`config.mk`:
```
export PLATFORM = sky130hd
export DESIGN_NAME = argmax_stream_flat
export DESIGN_NICKNAME = d
export VERILOG_FILES = /design/src/rtl/argmax_pkg.sv /design/src/rtl/argmax_stream_if.sv /design/src/rtl/argmax_lane_reduce.sv /design/src/rtl/argmax_stream.sv /design/src/flat_wrapper.sv
export SDC_FILE = /design/constraint.sdc
export NUM_CORES = 1
export LEC_CHECK = 0
export BUFFER_PORTS_ARGS = -buffer_cell sky130_fd_sc_hd__clkbuf_2
export CAP_MARGIN = 40
export CORE_UTILIZATION = 25
export DETAILED_ROUTE_END_ITERATION = 8
export GPL_TIMING_DRIVEN = 1
export PLACE_DENSITY = 0.47
export SYNTH_ARGS = -nofsm -noshare
export SYNTH_HDL_FRONTEND = slang
export SYNTH_SLANG_ARGS = --single-unit
```
`constraint.sdc`:
```
create_clock -name clk -period 13.2 [get_ports clk]
set_input_delay 2.64 -clock clk [delete_from_list [all_inputs] [get_ports clk]]
set_output_delay 2.64 -clock clk [all_outputs]
set_load 0.02 [all_outputs]
```
`src/rtl/argmax_pkg.sv`:
```
// Shared types for argmax_stream: ranked candidate record, top-2 pair, merge rule and FSM states.
// Scores are sign-extended to CAND_W so one struct serves any DATA_W below CAND_W.
package argmax_pkg;
  localparam int CAND_W    = 64;
  localparam int IDX_MAX_W = 16;

  typedef struct packed {
    logic                     vld;
    logic signed [CAND_W-1:0] val;
    logic [IDX_MAX_W-1:0]     idx;
  } cand_t;

  typedef struct packed {
    cand_t first;
    cand_t second;
  } pair_t;

  typedef enum logic {
    ACCUM = 1'b0,
    HOLD  = 1'b1
  } state_t;

  // Higher value wins; equal values go to the lower class index. Invalid never wins.
  function automatic logic better(cand_t a, cand_t b);
    if (!a.vld) return 1'b0;
    if (!b.vld) return 1'b1;
    return (a.val > b.val) || ((a.val == b.val) && (a.idx < b.idx));
  endfunction

  function automatic pair_t merge(pair_t a, pair_t b);
    pair_t r;
    if (better(a.first, b.first)) begin
      r.first  = a.first;
      r.second = better(a.second, b.first) ? a.second : b.first;
    end else begin
      r.first  = b.first;
      r.second = better(a.first, b.second) ? a.first : b.second;
    end
    return r;
  endfunction
endpackage

```
`src/rtl/argmax_stream_if.sv`:
```
// Beat intake and result buffer signals of argmax_stream; slave is the argmax block.
interface argmax_stream_if #(
  parameter int DATA_W = 54,
  parameter int LANES  = 2,
  parameter int IDX_W  = 4
);
  logic                         in_valid;
  logic                         in_ready;
  logic [LANES-1:0][DATA_W-1:0] in_data;
  logic                         in_last;
  logic                         out_valid;
  logic                         out_ready;
  logic [IDX_W-1:0]             out_idx;
  logic signed [DATA_W-1:0]     out_val;
  logic [IDX_W-1:0]             out_idx2;
  logic [DATA_W:0]              out_margin;
  logic                         out_err;

  modport master (
    output in_valid, in_data, in_last, out_ready,
    input  in_ready, out_valid, out_idx, out_val, out_idx2, out_margin, out_err
  );

  modport slave (
    input  in_valid, in_data, in_last, out_ready,
    output in_ready, out_valid, out_idx, out_val, out_idx2, out_margin, out_err
  );
endinterface

```
`src/rtl/argmax_lane_reduce.sv`:
```
// Combinational top-2 of one beat: a binary tree of merge stages over the masked lanes.
module argmax_lane_reduce
  import argmax_pkg::*;
#(
  parameter int LANES = 2
) (
  input  cand_t            cand [LANES],
  input  logic [LANES-1:0] mask,
  output pair_t            top
);
  localparam int LEAVES = 1 << $clog2(LANES);

  pair_t node [2*LEAVES-1];

  function automatic pair_t leaf(cand_t c, logic m);
    pair_t p;
    p.first     = c;
    p.first.vld = c.vld & m;
    p.second    = '0;
    return p;
  endfunction

  for (genvar i = 0; i < LEAVES; i++) begin : g_leaf
    if (i < LANES) begin : g_used
      assign node[LEAVES-1+i] = leaf(cand[i], mask[i]);
    end else begin : g_pad
      assign node[LEAVES-1+i] = '0;
    end
  end

  for (genvar i = 0; i < LEAVES-1; i++) begin : g_node
    assign node[i] = merge(node[2*i+1], node[2*i+2]);
  end

  assign top = node[0];
endmodule

```
`src/rtl/argmax_stream.sv`:
```
// Streaming argmax with running top-2; result registered one cycle after the closing beat.
// A closing beat stalls only while the one-entry result buffer is full and not draining.
module argmax_stream
  import argmax_pkg::*;
#(
  parameter int N_CLASSES = 10,
  parameter int DATA_W    = 54,
  parameter int LANES     = 2,
  parameter int IDX_W     = $clog2(N_CLASSES)
) (
  input logic            clk,
  input logic            rst,
  argmax_stream_if.slave bus
);
  localparam int BEATS = (N_CLASSES + LANES - 1) / LANES;
  localparam int CNT_W = (BEATS > 1) ? $clog2(BEATS) : 1;
  localparam logic [CNT_W-1:0] LAST_BEAT = CNT_W'(BEATS - 1);

  logic [CNT_W-1:0]     cnt;
  state_t               state, state_nxt;
  cand_t                best, second;
  cand_t                cand [LANES];
  logic [LANES-1:0]     mask;
  logic [IDX_MAX_W-1:0] base;
  pair_t                beat_top, run, merged;
  logic                 at_end, closing, stall, accept, drain;
  logic [DATA_W-1:0]    top_v, sec_v;
  logic [DATA_W:0]      margin_c;

  assign base = IDX_MAX_W'(cnt) * IDX_MAX_W'(LANES);

  always_comb begin
    for (int l = 0; l < LANES; l++) begin
      cand[l].vld = 1'b1;
      cand[l].val = {{(CAND_W-DATA_W){bus.in_data[l][DATA_W-1]}}, bus.in_data[l]};
      cand[l].idx = base + IDX_MAX_W'(l);
      mask[l]     = cand[l].idx < IDX_MAX_W'(N_CLASSES);
    end
  end

  argmax_lane_reduce #(.LANES(LANES)) u_reduce (
    .cand (cand),
    .mask (mask),
    .top  (beat_top)
  );

  // The first beat of a frame must not see the previous frame's running pair.
  assign run    = '{first: best, second: second};
  assign merged = (cnt == '0) ? beat_top : merge(run, beat_top);

  // A single received class has no runner-up: report it against itself.
  assign top_v    = merged.first.val[DATA_W-1:0];
  assign sec_v    = merged.second.vld ? merged.second.val[DATA_W-1:0] : top_v;
  assign margin_c = {top_v[DATA_W-1], top_v} - {sec_v[DATA_W-1], sec_v};

  assign at_end  = (cnt == LAST_BEAT);
  assign closing = bus.in_last || at_end;
  assign drain   = bus.out_valid && bus.out_ready;

  always_comb begin
    state_nxt = state;
    stall     = bus.in_valid && closing && bus.out_valid && !bus.out_ready;
    unique case (state)
      ACCUM:   if (stall) state_nxt = HOLD;
      HOLD:    if (drain) state_nxt = ACCUM;
      default: state_nxt = ACCUM;
    endcase
  end

  assign bus.in_ready = !stall;
  assign accept       = bus.in_valid && !stall;

  always_ff @(posedge clk) begin
    if (rst) begin
      state          <= ACCUM;
      cnt            <= '0;
      best           <= '0;
      second         <= '0;
      bus.out_valid  <= 1'b0;
      bus.out_idx    <= '0;
      bus.out_val    <= '0;
      bus.out_idx2   <= '0;
      bus.out_margin <= '0;
      bus.out_err    <= 1'b0;
    end else begin
      state <= state_nxt;
      if (accept) begin
        best   <= merged.first;
        second <= merged.second;
        cnt    <= closing ? '0 : cnt + 1'b1;
      end
      if (accept && closing) begin
        bus.out_valid  <= 1'b1;
        bus.out_idx    <= merged.first.idx[IDX_W-1:0];
        bus.out_val    <= top_v;
        bus.out_idx2   <= merged.second.vld ? merged.second.idx[IDX_W-1:0]
                                            : merged.first.idx[IDX_W-1:0];
        bus.out_margin <= margin_c;
        bus.out_err    <= bus.in_last != at_end;
      end else if (drain) begin
        bus.out_valid <= 1'b0;
      end
    end
  end
endmodule

```
`src/flat_wrapper.sv`:
```
// flat-port wrapper written by rule: the top's interface ports become plain ports
module argmax_stream_flat import argmax_pkg::*;
#(
  parameter int N_CLASSES = 10,
  parameter int DATA_W    = 54,
  parameter int LANES     = 2,
  parameter int IDX_W     = $clog2(N_CLASSES)
)
  (clk, rst, bus_in_valid, bus_in_data, bus_in_last, bus_out_ready, bus_in_ready, bus_out_valid, bus_out_idx, bus_out_val, bus_out_idx2, bus_out_margin, bus_out_err);
  argmax_stream_if #(.DATA_W(DATA_W), .LANES(LANES), .IDX_W(IDX_W)) bus_i ();
  input logic clk;
  input logic rst;
  input wire logic [$bits(bus_i.in_valid)-1:0] bus_in_valid;
  input wire logic [$bits(bus_i.in_data)-1:0] bus_in_data;
  input wire logic [$bits(bus_i.in_last)-1:0] bus_in_last;
  input wire logic [$bits(bus_i.out_ready)-1:0] bus_out_ready;
  output wire logic [$bits(bus_i.in_ready)-1:0] bus_in_ready;
  output wire logic [$bits(bus_i.out_valid)-1:0] bus_out_valid;
  output wire logic [$bits(bus_i.out_idx)-1:0] bus_out_idx;
  output wire logic [$bits(bus_i.out_val)-1:0] bus_out_val;
  output wire logic [$bits(bus_i.out_idx2)-1:0] bus_out_idx2;
  output wire logic [$bits(bus_i.out_margin)-1:0] bus_out_margin;
  output wire logic [$bits(bus_i.out_err)-1:0] bus_out_err;
  assign bus_i.in_valid = bus_in_valid;
  assign bus_i.in_data = bus_in_data;
  assign bus_i.in_last = bus_in_last;
  assign bus_i.out_ready = bus_out_ready;
  assign bus_in_ready = bus_i.in_ready;
  assign bus_out_valid = bus_i.out_valid;
  assign bus_out_idx = bus_i.out_idx;
  assign bus_out_val = bus_i.out_val;
  assign bus_out_idx2 = bus_i.out_idx2;
  assign bus_out_margin = bus_i.out_margin;
  assign bus_out_err = bus_i.out_err;
  argmax_stream #(.N_CLASSES(N_CLASSES), .DATA_W(DATA_W), .LANES(LANES), .IDX_W(IDX_W)) u_core (.clk(clk), .rst(rst), .bus(bus_i));
endmodule
```
==> flow_metrics.tcl <==
set metrics [dict create \
    synth_nets 3060 \
    antenna_cells 0 \
    fin_tns_setup_ns 0 \
    slowest_delay_ns 0.61 \
    syn-mean-instance-area_sq_um 7.87 \
    pre_cts_slack_ns 0.287 \
    ctsLongestPathBuffers 3 \
    dp_hpwl_microns 72400 \
    worstMarginPinSlew_ns 0.901 \
    arrival_ns 12.78 \
    grt_usage 0.204 \
    wl_per_cell_microns 22.1 \
    ys_seq_elements 243 \
    cp_num_buf_inv 7 \
    antenna_found_initial 0 \
    fin_skew_ns 0.0168 \
    multi_input_area_sq_um 15000 \
    fmax_ghz 0.0811 \
    die-area_sq_um 84900 \
    synth_cell_types 83 \
    grt_max_degree 71 \
    grt_overflow_total 0 \
    tritoncts "done" \
    fillers 8948 \
    synthCells 2661 \
    gp_congestion 0.923 \
    coreArea_sq_um 82500 \
    drc 0 \
    drtIter0Drc 1224 \
    fin_util 0.306 \
    nNetsFinal 3342 \
    ys_seq_area_frac 0.232 \
    ir_drop_mv 0.113 \
    first_global_vias 20600 \
    yosysWarnings 0 \
    row_count 105 \
    avgViaCountPerCell 5.19 \
    cp_top_family "simple AND/OR/NAND/NOR gates" \
    drive_gt1_frac 0.176 \
    critPathKind "in -> reg" \
    rsz0062_at_grt "no" \
    drt_first_pass_iters 5 \
    grt_pass1_wl_microns 131000 \
    htree_levels 1 \
    synth_edf_count 0 \
    slew_viol_final 0 \
    hp-class "reg -> reg" \
    vias 20900 \
    worstPathRequired_ns 13.65 \
    period_minus_slack_ns 12.33 \
    io_buffers 232 \
    register_area_sq_um 4860 \
    crit_path_start_kind "primary input" \
    place_area_sq_um 24200 \
    endpoint_kind "flop" \
    syn_to_final_growth_pct 20.6 \
    cts.sinks 243 \
    fin_crit_sh 0.934 \
    pin_count 233 \
    cts_root_buffer "clkbuf_16" \
    fin_ws_ns 0.867 \
    p_total_mw 3.44 \
    power_leakage_nw 11.4 \
    finalSetupViolCount 0 \
    final_cell_area_sq_um 25200 \
    async_reset_ff_frac 0 \
    die_x_microns 291 \
    maxCapViolations 0 \
    die_y_microns 291 \
    clk_latency_ns 0.59 \
    post_cts_buffers 0 \
    crit_top_cell "buf_4" \
    drt-total-wl_microns 89100 \
    clk_pin_slew_ns 0.05 \
    power.density_nw_per_um2 136 \
    synth_ff_type "dfxtp_1" \
    ant_nets 0 \
    cts_made_buffers 30 \
    cpMaxStageDelayCell "or4_1" \
    synthesis.area_sq_um 20900 \
    hold_viol 0 \
    slew-limit-headroom 0.399 \
    status "finished, final reports clean" \
    crit_path_max_fanout 57 \
    initial_core_util 0.254 \
]
[tightest hold or removal path: stages, from the launching register on]
cell     delay (ns)
dfxtp_1        0.32
nand2_1        0.04
o21ai_0        0.05
[through the flow]
step | hold WS, ns | cells
floorplan | 0.431 | 2661
global route | 0.483 | 4037
CTS | 0.456 | 4037
global placement | 0.438 | 3974
detailed placement | 0.442 | 3981
finish | 0.448 | 4037
[cell usage in the layout, fill, tap and decap left out, types with 10 or more instances in the layout]
| master | count |
|---|---|
| nand4_1 | 56 |
| nor2_1 | 319 |
| o211ai_1 | 10 |
| a22oi_1 | 17 |
| or2_1 | 12 |
| clkbuf_2 | 231 |
| dfxtp_1 | 243 |
| o22ai_1 | 23 |
| a31o_1 | 17 |
| ha_1 | 285 |
| a21oi_1 | 253 |
| o21bai_1 | 10 |
| nand2b_1 | 22 |
| nand2_1 | 184 |
| o21ai_0 | 143 |
| mux2i_1 | 111 |
| nor3_1 | 15 |
| nor4_1 | 11 |
| nand3b_1 | 23 |
| a211oi_1 | 77 |
| o21a_1 | 15 |
| a22o_1 | 57 |
| clkbuf_16 | 31 |
| o31a_1 | 16 |
| a21o_1 | 49 |
| and2_1 | 27 |
| inv_1 | 114 |
| xor2_1 | 21 |
| o2bb2ai_1 | 30 |
| xnor2_1 | 24 |
| nand3_1 | 55 |
| nor3b_1 | 26 |
| a31oi_1 | 35 |
| or2_2 | 25 |
| o31ai_1 | 18 |
| buf_4 | 164 |
| a221o_1 | 20 |
[final timing paths]
check / slack (ns) / startpoint / cells past startpoint / endpoint
setup / recovery: 0.87 / bus_in_data[79] / 40 / u_core.bus.out_margin[43]$_SDFFE_PP0P_
hold / removal: 0.45 / u_core.bus.out_margin[50]$_SDFFE_PP0P_ / 2 / u_core.bus.out_margin[50]$_SDFFE_PP0P_
setup reg to reg: 4.29 / u_core.cnt[1]$_SDFFE_PP0P_ / 33 / u_core.bus.out_margin[43]$_SDFFE_PP0P_
hold reg to reg: 0.45 / u_core.bus.out_margin[50]$_SDFFE_PP0P_ / 2 / u_core.bus.out_margin[50]$_SDFFE_PP0P_
[cells by family (layout without fill, tap and decap cells)]
family,after synthesis,after routing,synth area share
and+or+nand+nor,820,820,0.186
DFF,243,243,0.232
muxes,116,116,0.0559
AOI/OAI and AO/OA,878,878,0.279
xor gates and xnor gates,45,45,0.0188
adders and majority gates,286,286,0.171
buffers and inverters,273,579,0.0556
[report_power, final]
group          internal [mW]  total, mW  switching, mW
combinational          0.671       1.68           1.01
clock                  0.503      0.869          0.366
sequential             0.814      0.893         0.0792
total                   1.99       3.44           1.45
[Yosys cell counts (all sizes together) (25+ instances only)]
library cell	number	area, sq um
or2	37	231
nand2	185	694
mux2i	111	1110
clkbuf	107	402
dfxtp	243	4860
nor2	322	1210
a31o	25	219
a211oi	77	578
nand3	55	275
o2bb2ai	30	263
a21o	49	368
a22o	57	499
a31oi	36	240
and2	29	184
ha	285	3570
inv	114	428
a21oi	259	1310
nor3b	27	208
buf	51	332
nand4	57	363
o21ai	150	751
[routing by layer]
| metal | GRT usage | vias up | wire [microns] |
|---|---|---|---|
| met3 | 0.0201 | 171 | 2810 |
| met2 | 0.405 | 459 | 48000 |
| met5 | 0 | - | 0 |
| li1 | - | 10500 | - |
| met4 | 0.0873 | 0 | 4330 |
| met1 | 0.215 | 9833 | 33900 |
[area by class of cell]
class,instances,share of cell area
Sequential cell,243,0.193
Multi-Input combinational cell,2145,0.594
Tap cell,1070,0.0530
Clock inverter,14,0.00560
Clock buffer,42,0.0347
Inverter,115,0.0171
Timing Repair Buffer,408,0.103
[state kept, by name (all words and copies together) (netlist names)]
register	cells
u_core.bus.out_idx2	4
u_core.bus.out_margin	55
u_core.best	60
u_core.bus.out_val	54
u_core.run	61
u_core.cnt	3
u_core.bus.out_valid	1
u_core.bus.out_idx	4
u_core.bus.out_err	1
[repair_timing]
action / in CTS / in global routing
setup endpoints to repair: 0 / 1
resized for setup: 0 / 1
hold buffers: 0 / 0
(Power assumes the default switching activity.)
